[src/rtl/pc_sequencer_if.sv]
// Bundle of control inputs and status outputs for the PC sequencer.
// master : driven by the fetch/decode side (control in, PC/status out to it)
// slave  : the sequencer itself
//   stall_i, branch_taken_i, branch_offset_i, jump_i, call_i, return_i,
//   jump_target_i              -> next-PC selection controls
//   pc_o, pc_plus_o            -> current PC and PC + STEP
//   ras_empty_o, ras_full_o,
//   ras_error_o                -> return-address-stack status
interface pc_sequencer_if #(
   parameter int unsigned WIDTH = 32
);
   logic             stall_i;
   logic             branch_taken_i;
   logic [WIDTH-1:0] branch_offset_i;
   logic             jump_i;
   logic             call_i;
   logic             return_i;
   logic [WIDTH-1:0] jump_target_i;
   logic [WIDTH-1:0] pc_o;
   logic [WIDTH-1:0] pc_plus_o;
   logic             ras_empty_o;
   logic             ras_full_o;
   logic             ras_error_o;

   modport master (
      output stall_i, branch_taken_i, branch_offset_i, jump_i, call_i,
             return_i, jump_target_i,
      input  pc_o, pc_plus_o, ras_empty_o, ras_full_o, ras_error_o
   );

   modport slave (
      input  stall_i, branch_taken_i, branch_offset_i, jump_i, call_i,
             return_i, jump_target_i,
      output pc_o, pc_plus_o, ras_empty_o, ras_full_o, ras_error_o
   );
endinterface

[src/rtl/pc_sequencer.sv]
// Program-counter sequencer with a circular return-address stack (RAS).
// Ports:
//   clk  - rising-edge clock for all state
//   rst  - asynchronous active-high reset
//   bus  - pc_sequencer_if.slave (controls in, PC and RAS status out)
// Next-PC priority when not stalled: Return, Call/Jump, BranchTaken, PC+STEP.
module pc_sequencer #(
   parameter int unsigned      WIDTH        = 32,
   parameter int unsigned      STEP         = 1,
   parameter logic [WIDTH-1:0] RESET_VECTOR = '0,
   parameter int unsigned      RAS_DEPTH    = 4
) (
   input logic           clk,
   input logic           rst,
   pc_sequencer_if.slave bus
);

   localparam int unsigned      PTR_W    = (RAS_DEPTH > 1) ? $clog2(RAS_DEPTH) : 1;
   localparam int unsigned      CNT_W    = $clog2(RAS_DEPTH + 1);
   localparam logic [WIDTH-1:0] STEP_W   = WIDTH'(STEP);
   localparam logic [PTR_W-1:0] PTR_LAST = PTR_W'(RAS_DEPTH - 1);
   localparam logic [CNT_W-1:0] CNT_FULL = CNT_W'(RAS_DEPTH);

   logic [WIDTH-1:0] pc_q, pc_d;
   logic [WIDTH-1:0] pc_plus;
   logic [WIDTH-1:0] branch_tgt;
   logic [PTR_W-1:0] wr_ptr_q, wr_ptr_d;
   logic [PTR_W-1:0] wr_ptr_inc;
   logic [PTR_W-1:0] top_idx;
   logic [CNT_W-1:0] cnt_q, cnt_d;
   logic             err_q, err_d;
   logic             push_en;
   logic [WIDTH-1:0] ras_q [RAS_DEPTH];

   assign pc_plus    = pc_q + STEP_W;
   // Unsigned multiply gives the same low WIDTH bits as the signed product.
   assign branch_tgt = pc_plus + (bus.branch_offset_i * STEP_W);

   // wr_ptr_q is the slot the next push lands in; the top entry sits one below.
   // When full, wr_ptr_q also points at the oldest entry, so an overflow push
   // overwrites it without any extra bookkeeping.
   assign wr_ptr_inc = (wr_ptr_q == PTR_LAST) ? '0 : wr_ptr_q + 1'b1;
   assign top_idx    = (wr_ptr_q == '0) ? PTR_LAST : wr_ptr_q - 1'b1;

   always_comb begin
      pc_d     = pc_q;
      wr_ptr_d = wr_ptr_q;
      cnt_d    = cnt_q;
      err_d    = err_q;
      push_en  = 1'b0;
      if (!bus.stall_i) begin
         if (bus.return_i) begin
            if (cnt_q != '0) begin
               pc_d     = ras_q[top_idx];
               wr_ptr_d = top_idx;
               cnt_d    = cnt_q - 1'b1;
            end else begin
               pc_d  = pc_plus;
               err_d = 1'b1;
            end
         end else if (bus.call_i) begin
            pc_d     = bus.jump_target_i;
            push_en  = 1'b1;
            wr_ptr_d = wr_ptr_inc;
            if (cnt_q == CNT_FULL) begin
               err_d = 1'b1;
            end else begin
               cnt_d = cnt_q + 1'b1;
            end
         end else if (bus.jump_i) begin
            pc_d = bus.jump_target_i;
         end else if (bus.branch_taken_i) begin
            pc_d = branch_tgt;
         end else begin
            pc_d = pc_plus;
         end
      end
   end

   always_ff @(posedge clk or posedge rst) begin
      if (rst) begin
         pc_q     <= RESET_VECTOR;
         wr_ptr_q <= '0;
         cnt_q    <= '0;
         err_q    <= 1'b0;
      end else begin
         pc_q     <= pc_d;
         wr_ptr_q <= wr_ptr_d;
         cnt_q    <= cnt_d;
         err_q    <= err_d;
      end
   end

   // Entry storage is not reset; the count alone decides what is valid.
   always_ff @(posedge clk) begin
      if (push_en) begin
         ras_q[wr_ptr_q] <= pc_plus;
      end
   end

   assign bus.pc_o        = pc_q;
   assign bus.pc_plus_o   = pc_plus;
   assign bus.ras_empty_o = (cnt_q == '0);
   assign bus.ras_full_o  = (cnt_q == CNT_FULL);
   assign bus.ras_error_o = err_q;

endmodule
[src/flat_wrapper.sv]
// flat-port wrapper written by rule: the top's interface ports become plain ports
module pc_sequencer_flat 
#(
   parameter int unsigned      WIDTH        = 32,
   parameter int unsigned      STEP         = 1,
   parameter logic [WIDTH-1:0] RESET_VECTOR = '0,
   parameter int unsigned      RAS_DEPTH    = 4
)
  (clk, rst, bus_stall_i, bus_branch_taken_i, bus_branch_offset_i, bus_jump_i, bus_call_i, bus_return_i, bus_jump_target_i, bus_pc_o, bus_pc_plus_o, bus_ras_empty_o, bus_ras_full_o, bus_ras_error_o);
  pc_sequencer_if #(.WIDTH(WIDTH)) bus_i ();
  input logic clk;
  input logic rst;
  input wire logic [$bits(bus_i.stall_i)-1:0] bus_stall_i;
  input wire logic [$bits(bus_i.branch_taken_i)-1:0] bus_branch_taken_i;
  input wire logic [$bits(bus_i.branch_offset_i)-1:0] bus_branch_offset_i;
  input wire logic [$bits(bus_i.jump_i)-1:0] bus_jump_i;
  input wire logic [$bits(bus_i.call_i)-1:0] bus_call_i;
  input wire logic [$bits(bus_i.return_i)-1:0] bus_return_i;
  input wire logic [$bits(bus_i.jump_target_i)-1:0] bus_jump_target_i;
  output wire logic [$bits(bus_i.pc_o)-1:0] bus_pc_o;
  output wire logic [$bits(bus_i.pc_plus_o)-1:0] bus_pc_plus_o;
  output wire logic [$bits(bus_i.ras_empty_o)-1:0] bus_ras_empty_o;
  output wire logic [$bits(bus_i.ras_full_o)-1:0] bus_ras_full_o;
  output wire logic [$bits(bus_i.ras_error_o)-1:0] bus_ras_error_o;
  assign bus_i.stall_i = bus_stall_i;
  assign bus_i.branch_taken_i = bus_branch_taken_i;
  assign bus_i.branch_offset_i = bus_branch_offset_i;
  assign bus_i.jump_i = bus_jump_i;
  assign bus_i.call_i = bus_call_i;
  assign bus_i.return_i = bus_return_i;
  assign bus_i.jump_target_i = bus_jump_target_i;
  assign bus_pc_o = bus_i.pc_o;
  assign bus_pc_plus_o = bus_i.pc_plus_o;
  assign bus_ras_empty_o = bus_i.ras_empty_o;
  assign bus_ras_full_o = bus_i.ras_full_o;
  assign bus_ras_error_o = bus_i.ras_error_o;
  pc_sequencer #(.WIDTH(WIDTH), .STEP(STEP), .RESET_VECTOR(RESET_VECTOR), .RAS_DEPTH(RAS_DEPTH)) u_core (.clk(clk), .rst(rst), .bus(bus_i));
endmodule
[config.mk]
export PLATFORM = sky130hd
export DESIGN_NAME = pc_sequencer_flat
export DESIGN_NICKNAME = d
export VERILOG_FILES = /design/src/rtl/pc_sequencer_if.sv /design/src/rtl/pc_sequencer.sv /design/src/flat_wrapper.sv
export SDC_FILE = /design/constraint.sdc
export NUM_CORES = 1
export LEC_CHECK = 0
export CAP_MARGIN = 20
export CORE_MARGIN = 4
export CORE_UTILIZATION = 50
export DETAILED_ROUTE_END_ITERATION = 12
export GPL_TIMING_DRIVEN = 0
export PLACE_DENSITY = 0.74
export SLEW_MARGIN = 30
export SYNTH_ARGS = -nofsm -noshare
export SYNTH_HDL_FRONTEND = slang
export SYNTH_SLANG_ARGS = --single-unit
[constraint.sdc]
create_clock -name clk -period 4.9 [get_ports clk]
set_input_delay 0.49 -clock clk [delete_from_list [all_inputs] [get_ports clk]]
set_output_delay 0.49 -clock clk [all_outputs]
set_load 0.05 [all_outputs]
; ---- Word level (Yosys, flattened, before mapping)
; Memory sizes are Yosys's and may differ from the RTL's.
; Index checks and enable logic that the tools add are counted.
[op_classes]
reduce_logical = 8
bitwise = 1
eq_ne = 5
muxes = 23
multipliers = 0
n_addsub = 6
div = 0
n_shift = 0
n_lt_le_gt_ge = 0
[op_table]
columns = cell, n
row1 = $mux W32, 5
row2 = $add A32 B1 Y32 const B, 1
row3 = $add A32 B32 Y32, 1
row4 = $mux W3, 4
row5 = $mux W2, 5
row6 = $mux W1, 9
row7 = $reduce_and A4 Y1, 2
row8 = $ne A2 B2 Y1 const B, 2
row9 = $reduce_bool A2 Y1, 2
row10 = $add A3 B1 Y3 const B, 1
row11 = $eq A3 B3 Y1 const B, 1
row12 = $logic_not A3 Y1, 1
row13 = $reduce_and A3 Y1, 1
row14 = $reduce_bool A3 Y1, 1
row15 = $sub A3 B1 Y3 const B, 1
row16 = $add A2 B1 Y2 const B, 1
row17 = $eq A2 B2 Y1 const B, 1
row18 = $logic_not A2 Y1, 1
row19 = $ne A2 B1 Y1 const B, 1
row20 = $sub A2 B1 Y2 const B, 1
row21 = $not A1 Y1, 1
[totals]
in_bits = 71
n_memories = 1
word_cells = 48
latch_bits = 0
mem_bits_rw = 128
register_bits = 38
rom_bits = 0
output_inout_bits = 67
[memory_table]
columns = memory, depth, width, read_ports, rd_clocked_by_memory_dff, write_ports, line_no
row1 = u_core.ras_q, 4, 32, 1, 0, 1, pc_sequencer.sv:33  ; logic [WIDTH-1:0] ras_q [RAS_DEPTH];

; ---- Logic depth before layout (Yosys ltp)
; Gate-level depths: netlist of the first run.
[logic_depth]
depth_word = 6
ltp_mapped = 17

; ---- Worst setup path after synthesis of the first run
; OpenSTA, ideal clock, no wires.
[synth_timing]
kind = register to register
start = register u_core.pc_q[15], in the netlist u_core.bus.pc_o[15]
end = register u_core.pc_q[31], in the netlist u_core.bus.pc_o[31]
setup_slack_ns = 0.141
t_required_ns = 4.775
setup_ns = 0.125
arrival_time_ns = 4.634
period_less_slack_ns = 4.759
path_stages_with_launch = 17
path_cell_list = dfrtp_1 buf_4 and4_1 nand4_4 nor3_4 nand2_1 xnor2_1 ha_1 clkbuf_1 a21o_1 a21oi_1 o21bai_1 or4_1 o21ai_1 xnor2_1 a21o_1 nand3_1
[synth_between]
elab_chain_cells = 6
elab_cells_between_ends = 7
[synth_rtl]
columns = element, line_no
row1 = from (decl), pc_sequencer.sv:24  ; logic [WIDTH-1:0] pc_q, pc_d;
row2 = from (signal assigned), pc_sequencer.sv:87  ; pc_q <= pc_d;
row3 = $add A32 B1 Y32, pc_sequencer.sv:35  ; assign pc_plus = pc_q + STEP_W;
row4 = named net bus_pc_plus_o[24], flat_wrapper.sv:21  ; output wire logic [$bits(bus_i.pc_plus_o)-1:0] bus_pc_plus_o;
row5 = $add A32 B32 Y32, pc_sequencer.sv:37  ; assign branch_tgt = pc_plus + (bus.branch_offset_i * STEP_W);
row6 = $mux W32, pc_sequencer.sv:72  ; end else if (bus.branch_taken_i) begin
row7 = $mux W32, pc_sequencer.sv:70  ; end else if (bus.jump_i) begin
row8 = $mux W32, pc_sequencer.sv:61  ; end else if (bus.call_i) begin
row9 = $mux W32, pc_sequencer.sv:52  ; if (bus.return_i) begin
; The timed path passes the listed nets, and every way through them passes these cells.
; A chain may end at the register's enable or synchronous reset.

; ---- Final worst setup path of the first run
[layout_timing]
start = register u_core.pc_q[9], in the netlist u_core.bus.pc_o[9]
end = register u_core.pc_q[29], in the netlist u_core.bus.pc_o[29]
[layout_between]
elab_chain_cells = 6
elab_cells_between_ends = 7
[layout_rtl]
columns = element, line_no
row1 = $add A32 B1 Y32 (*), pc_sequencer.sv:35
row2 = $add A32 B32 Y32, pc_sequencer.sv:37
row3 = $mux W32, pc_sequencer.sv:72
row4 = $mux W32, pc_sequencer.sv:70
row5 = $mux W32, pc_sequencer.sv:61
row6 = $mux W32 (*), pc_sequencer.sv:52
; Every way passes the cells marked *; elsewhere a longest branch is shown, timed or not.

==> results by group, run 1 <==
Power
  – Cell internal pwr: 4.387 mW
  – Switching power: 3.721 mW
  – Seq pwr share: 26.0%
  – Switch share: 45.89%
  – P per Cell Area: 659.7 nW/um2
  – Clock share of power: 17.4%
  – Final Power: 8.108 mW
  – Leakage power figure: 4.575 nW
  – Combinational power share: 56.6%
  – Max VDD drop: 0.0002845 V

Clock tree
  – Clock Latency Late Sink: 430 ps
  – CTS tree: built
  – PostCTS Resize Cnt: 0
  – Htree depth: 4
  – Clk buf depth: 2
  – Cts hold-fix bufs: 0
  – Sink Count: 166
  – Root Buffer: clkbuf_16
  – Worst-path clk slew: 70 ps
  – CTS buffer count: 17
  – # Post-CTS Setup Buffers: 0

Floorplanning
  – Vert. Die Dim: 148.5 um
  – Row Count: 51
  – I/O Pins: 138
  – Initial Util: 50.72%
  – Die W: 148.5 um
  – Die area: 22050 um2
  – Core area: 19460 um2

Synthesis
  – Largest family of logic cells by synthesized area: compound AO/OA/AOI/OAI gates
  – Post-synth net total: 983
  – Synth top area share: 38.94%
  – Async SR Flop Fraction: 22.89%
  – Synth Area per Inst: 11.38 um2
  – Cell Area, Synth: 9871 um2
  – Cell variety after synth: 80
  – Post-synth EDFFs: 128
  – Post-Synth XOR/XNOR Area: 5.273%
  – Mux contribution to synthesized area: 8.125%
  – Top cells by area, synth: edfxtp_1 (39%), dfrtp_1 (9.6%), mux4_2 (7.3%)
  – Area leader, netlist: edfxtp_1
  – Simple-Gate Fraction of Synth Area: 12.97%
  – Proportion of synthesized chip area in sequential cells: 48.57%
  – Mapped Cells: 867
  – Synth Flop Type: edfxtp_1
  – FF+latch count, synth: 166
  – Adder-cell share of the synthesized area: 5.856%
  – Synth Area in Compound Gates: 16.42%
  – Synthesis Warnings: 0

Placed design
  – Final HPWL DP: 22.58 mm
  – # port buffers: 135
  – Post-Place Cells: 1272
  – Placer Congestion: 0.9603

Timing
  – Clock Skews: 6.446 ps
  – Worst-Margin Slew: 1063 ps
  – Max-slew headroom: 28.66%
  – Final setup fails: 0
  – Final worst-path cycle share: 95.15%
  – Min Tclk post-route: 4662 ps
  – RSZ-0062 raised after global routing: false
  – Hold Vio Cnt, Final: 0
  – Top achievable clock speed: 0.2145 GHz
  – Setup TNS: 0 ps
  – Slew Viols, Final: 0

Worst setup path
  – Endpoint type of the worst setup path: flip-flop
  – Critical path startpoint category: flip-flop
  – Crit Path Category: reg -> reg
  – CP required: 5220 ps
  – Crit-path max FO: 9
  – Critical path arrival: 4980 ps

GRT
  – First-pass GRT wire length: 47.20 mm
  – Initial antenna violation count: 0
  – Vias in the first global route: 8035
  – Largest net degree at the start of global routing: 22
  – GR Util All Layers: 28.35%
  – Gr ovfl total: 0

Routing
  – Pre-antenna DRT Iters: 9
  – DRC: 0
  – Highest Signal Layer: met4
  – Vias per cell: 6.242
  – Via Count: 8140
  – Avg WL per Cell: 23.70 um
  – Post-DRT Antenna Nets: 0
  – Met1 WL: 12.30 mm
  – DRT iter0 DRCs: 987
  – Met2 routed WL: 14.55 mm
  – Drt total wl: 30.91 mm
  – Metal3 WL: 3.027 mm

Status
  – Status: finished clean

Layout
  – Most common cell after layout, fill and taps aside: clkdlybuf4s50_1
  – Layout area overhead: 24.53%
  – Non-Filler Instances: 1304
  – ANT cells: 0
  – NumNets Final: 1142
  – # fillers: 1547
  – Share of layout cells above drive strength 1: 11.07%
  – Post-Route Utilization: 63.16%
  – Most frequent cells in the layout: clkdlybuf4s50_1 (135), edfxtp_1 (128), nand2_1 (94)

Run
  – Max-cap violations: 0

Hold path
  – Hold Crit Class: in -> async
[cell type report]
class	count	area [um2]	area share [%]
multi-input cells	632	4806	39.10
clock buffers	17	425.4	3.461
plain buffers	45	185.2	1.507
flip-flops and latches	166	4795	39.01
repair buffers	140	1466	11.93
well taps	265	331.6	2.697
clock inverters	15	192.7	1.568
inverters	24	90.09	0.7329
[path summary, 6_finish.rpt]
| kind | startpoint | end | slack (ps) | cells after the start |
|---|---|---|---|---|
| worst max register to register | u_core.bus.pc_o[9] | u_core.bus.pc_o[29] | 240 | 15 |
| worst min-delay path | rst | u_core.bus.pc_o[31] | 420 | 2 |
| worst min register to register | u_core.bus.ras_error_o | u_core.bus.ras_error_o | 460 | 1 |
| min in group clk | u_core.bus.ras_error_o | u_core.bus.ras_error_o | 460 | 1 |
| max in group asynchronous | rst | u_core.bus.pc_o[11] | 3970 | 3 |
| worst max-delay path | u_core.bus.pc_o[9] | u_core.bus.pc_o[29] | 240 | 15 |
[state kept, by name (all words and copies together), names as in the netlist]
| register | cells |
|---|---|
| u_core.ras_q | 128 |
| u_core.bus.ras_error_o | 1 |
| u_core.bus.pc_o | 32 |
| u_core.wr_ptr_q | 2 |
| u_core.cnt_q | 3 |
[kinds of logic after synthesis]
group,after synthesis
AOI/OAI and AO/OA,240
adders and majority gates,45
and+or+nand+nor,251
muxes,40
xor gates and xnor gates,56
buffers and inverters,69
DFF,166
[critical path: stages (launching register included)]
cell and delay [ps]:
dfrtp_1 410, buf_2 230, and4_1 240, nand3_1 210, nor2_1 310, nand3_1 130
xnor2_1 850, ha_1 470, nand2_1 100, o21ai_0 110, o41ai_1 390, a21bo_2 320
a41oi_1 250, xor2_1 260, a21oi_1 110, a21o_1 180
[synth_stat cells (all sizes together) (5+ instances only)]
cell	number
nor2b	9
a21oi	53
dfrtp	38
o21ai	69
and4	6
ha	43
buf	9
a211oi	11
xnor2	40
a31oi	8
nand2	94
mux2i	7
xor2	16
a221o	5
nand3	30
a21o	20
a22oi	15
inv	24
and2	9
nor3	13
nor2	49
edfxtp	128
nand4	13
o211ai	10
a221oi	7
clkbuf	36
mux4	32
and3	10
[metal layers]
| layer | up-vias | track usage [%] |
|---|---|---|
| met4 | 0 | 10.21 |
| met2 | 510 | 45.01 |
| met3 | 68 | 5.515 |
| li1 | 3637 | - |
| met5 | - | 0 |
| met1 | 3925 | 39.18 |
[power by group through the flow]
stage	Clock (mW)	Combinational [mW]	Sequential, mW
2_1_floorplan	0	2.82	2.45
3_3_place_gp	0	4.46	2.12
3_5_place_dp	0	4.52	2.13
4_1_cts	1.42	4.55	2.10
5_1_grt	1.48	4.89	2.13
6_report	1.41	4.59	2.11
[metrics by stage]
step	cell area (um2)	setup WS (ps)	hold WS (ps)
finish	12290	237.8	416.3
global route	12290	65.03	436.8
CTS	12290	328.6	417.2
detailed placement	11670	364.1	448.2
global placement	11550	349.7	445.9
floorplan	9871	140.9	497.6
No activity file was read; power rests on OpenSTA's default activity.
==> run 2: changes to the inputs <==
--- a/config.mk
+++ b/config.mk
@@ -8,9 +8,11 @@
 export CAP_MARGIN = 20
 export CORE_MARGIN = 4
 export CORE_UTILIZATION = 50
+export CTS_BUF_LIST = sky130_fd_sc_hd__clkbuf_4 sky130_fd_sc_hd__clkbuf_8
 export DETAILED_ROUTE_END_ITERATION = 12
+export DONT_BUFFER_PORTS = 1
 export GPL_TIMING_DRIVEN = 0
-export PLACE_DENSITY = 0.74
+export HOLD_SLACK_MARGIN = 0.08
 export SLEW_MARGIN = 30
 export SYNTH_ARGS = -nofsm -noshare
 export SYNTH_HDL_FRONTEND = slang
==> run 2 against run 1 <==
- flip-flop and latch count unchanged
- hold slack worse by 230 ps
- core utilization down 5.6 points
- via count fell by 4.1%
- sequential share of layout area rose by 3.9 points
- cell area shrank 8.9%
- cell count down 8.1%
- sequential power is 21% higher
- die area unchanged
- global-route usage rose by 0.83 points
- critical endpoint unchanged
- highest routed layer is now met5
==> results by group, run 2 (synthesis gave the netlist of run 1 again) <==
Status
  – Status: finished clean

Layout
  – Final Cell Area: 11200 um2
  – Post-Route Utilization: 57.54%
  – ANT cells: 0
  – Most flop-heavy register: u_core.ras_q
  – Share of layout cells above drive strength 1: 19.08%
  – Most common cell after layout, fill and taps aside: edfxtp_1
  – Layout area overhead: 13.46%
  – Multi-input logic area: 5039 um2
  – Non-Filler Instances: 1198
  – Reg area: 4811 um2
  – Most frequent cells in the layout: edfxtp_1 (128), nand2_1 (94), o21ai_0 (62)
  – NumNets Final: 1036
  – # fillers: 1594
  – Largest register FFs: 128

Timing
  – Max-slew headroom: 32.44%
  – Min Tclk post-route: 4736 ps
  – Final worst-path cycle share: 96.65%
  – Top achievable clock speed: 0.2112 GHz
  – Clock Skews: 12.52 ps
  – Worst-Margin Slew: 1010 ps
  – Final setup fails: 0
  – Hold Vio Cnt, Final: 0
  – RSZ-0062 raised after global routing: false
  – Slew Viols, Final: 0

Routing
  – Drt total wl: 32.06 mm
  – Vias per cell: 6.519
  – DRC: 0
  – Avg WL per Cell: 26.76 um
  – Pre-antenna DRT Iters: 5
  – DRT iter0 DRCs: 866
  – Via Count: 7810
  – Post-DRT Antenna Nets: 0

Clock tree
  – Root Buffer: clkbuf_8
  – Sink Count: 166
  – CTS buffer count: 17
  – Worst-path clk slew: 90 ps
  – Clk buf depth: 2
  – Clock Latency Late Sink: 460 ps
  – Htree depth: 4
  – CTS tree: built

GRT
  – Gr ovfl total: 0
  – Vias in the first global route: 7728
  – GR Util All Layers: 29.19%
  – Largest net degree at the start of global routing: 24
  – Initial antenna violation count: 2
  – First-pass GRT wire length: 47.61 mm

Run
  – Max-cap violations: 0

Floorplanning
  – Initial Util: 50.72%
  – Row Count: 51
  – Die area: 22050 um2
  – Core area: 19460 um2
  – Vert. Die Dim: 148.5 um
  – I/O Pins: 138
  – Die W: 148.5 um

Worst setup path
  – CP required: 5260 ps
  – Crit-path max FO: 8
  – Endpoint type of the worst setup path: flip-flop
  – Critical path startpoint category: flip-flop
  – Crit Path Category: reg -> reg
  – Critical path arrival: 5090 ps

Placed design
  – Final HPWL DP: 23.54 mm
  – Placer Congestion: 0.9270
  – Placed Area: 10710 um2
  – # port buffers: 0
  – Post-Place Cells: 1164

Hold path
  – Hold Crit Class: in -> reg

Power
  – Max VDD drop: 0.0002501 V
  – Leakage power figure: 4.193 nW
  – P per Cell Area: 673.5 nW/um2
-- run 2: what timing repair did --
action                                  in CTS  in global routing
cloned                                       1                  0
hold buffers                                 1                  0
pin swaps                                    1                  3
buffers inserted                             0                  0
resized for setup                            8                 11
endpoints found under the setup margin       3                  4
hold endpoints to repair                    16                  0
-- run 2: layout make-up --
type | instances | share of cell area [%]
tap | 265 | 2.961
clock inverter | 14 | 1.341
sequential | 166 | 42.96
multi-input combinational | 633 | 44.99
buffer | 45 | 1.698
inverter | 24 | 0.8044
timing repair buffer | 33 | 3.095
clock buffer | 18 | 2.156
-- run 2: worst paths after layout --
| check | start | endpoint | slack, ps | cells after the start |
|---|---|---|---|---|
| worst max-delay path | u_core.bus.pc_o[17] | u_core.bus.pc_o[29] | 160 | 15 |
| worst min-delay path | bus_jump_target_i[20] | u_core.bus.pc_o[20] | 180 | 2 |
| worst max register to register | u_core.bus.pc_o[17] | u_core.bus.pc_o[29] | 160 | 15 |
| worst min register to register | u_core.cnt_q[2] | u_core.cnt_q[2] | 560 | 1 |
| max in group asynchronous | rst | u_core.bus.pc_o[9] | 3870 | 3 |
| min in group asynchronous | rst | u_core.bus.pc_o[31] | 500 | 2 |
-- run 2: worst max-delay path: stages, from the launching register on --
cell and delay, ps:
dfrtp_1 820, and4_1 410, nand4_4 180, nor3_4 310, nand4_2 210, xnor2_4 620, ha_1 440, and4_1 240
a21oi_1 150, o21ai_0 100, a21o_1 180, a21o_1 170, a41oi_1 210, xor2_1 290, a21oi_1 110, a21o_1 180
-- run 2: layer usage --
metal  global-route usage [%]  up-vias  share of wire [%]
met5                        0        -              0.084
met4                    8.591        4                2.7
met3                    9.324       59                 11
met2                    46.58      471                 47
met1                    38.56     3869                 40
li1                         -     3407                  -
-- run 2: power by group --
group          switching [mW]  leakage [nW]  internal [mW]
combinational            2.49          2.42           1.49
sequential              0.698          1.59           1.86
clock                   0.545         0.183          0.461
-- run 2: per-stage QoR --
stage	power [mW]	setup TNS, ps	hold slack [ps]	worst slack (ps)
after floorplan	5.270	0	497.6	140.9
after global routing	7.907	0	153.1	8.441
after CTS	7.486	0	163.7	15.09
after global placement	6.110	-8993	518.9	-896.3
after detailed placement	6.456	-583.1	408.7	-340.4
final	7.542	0	182.0	164.1
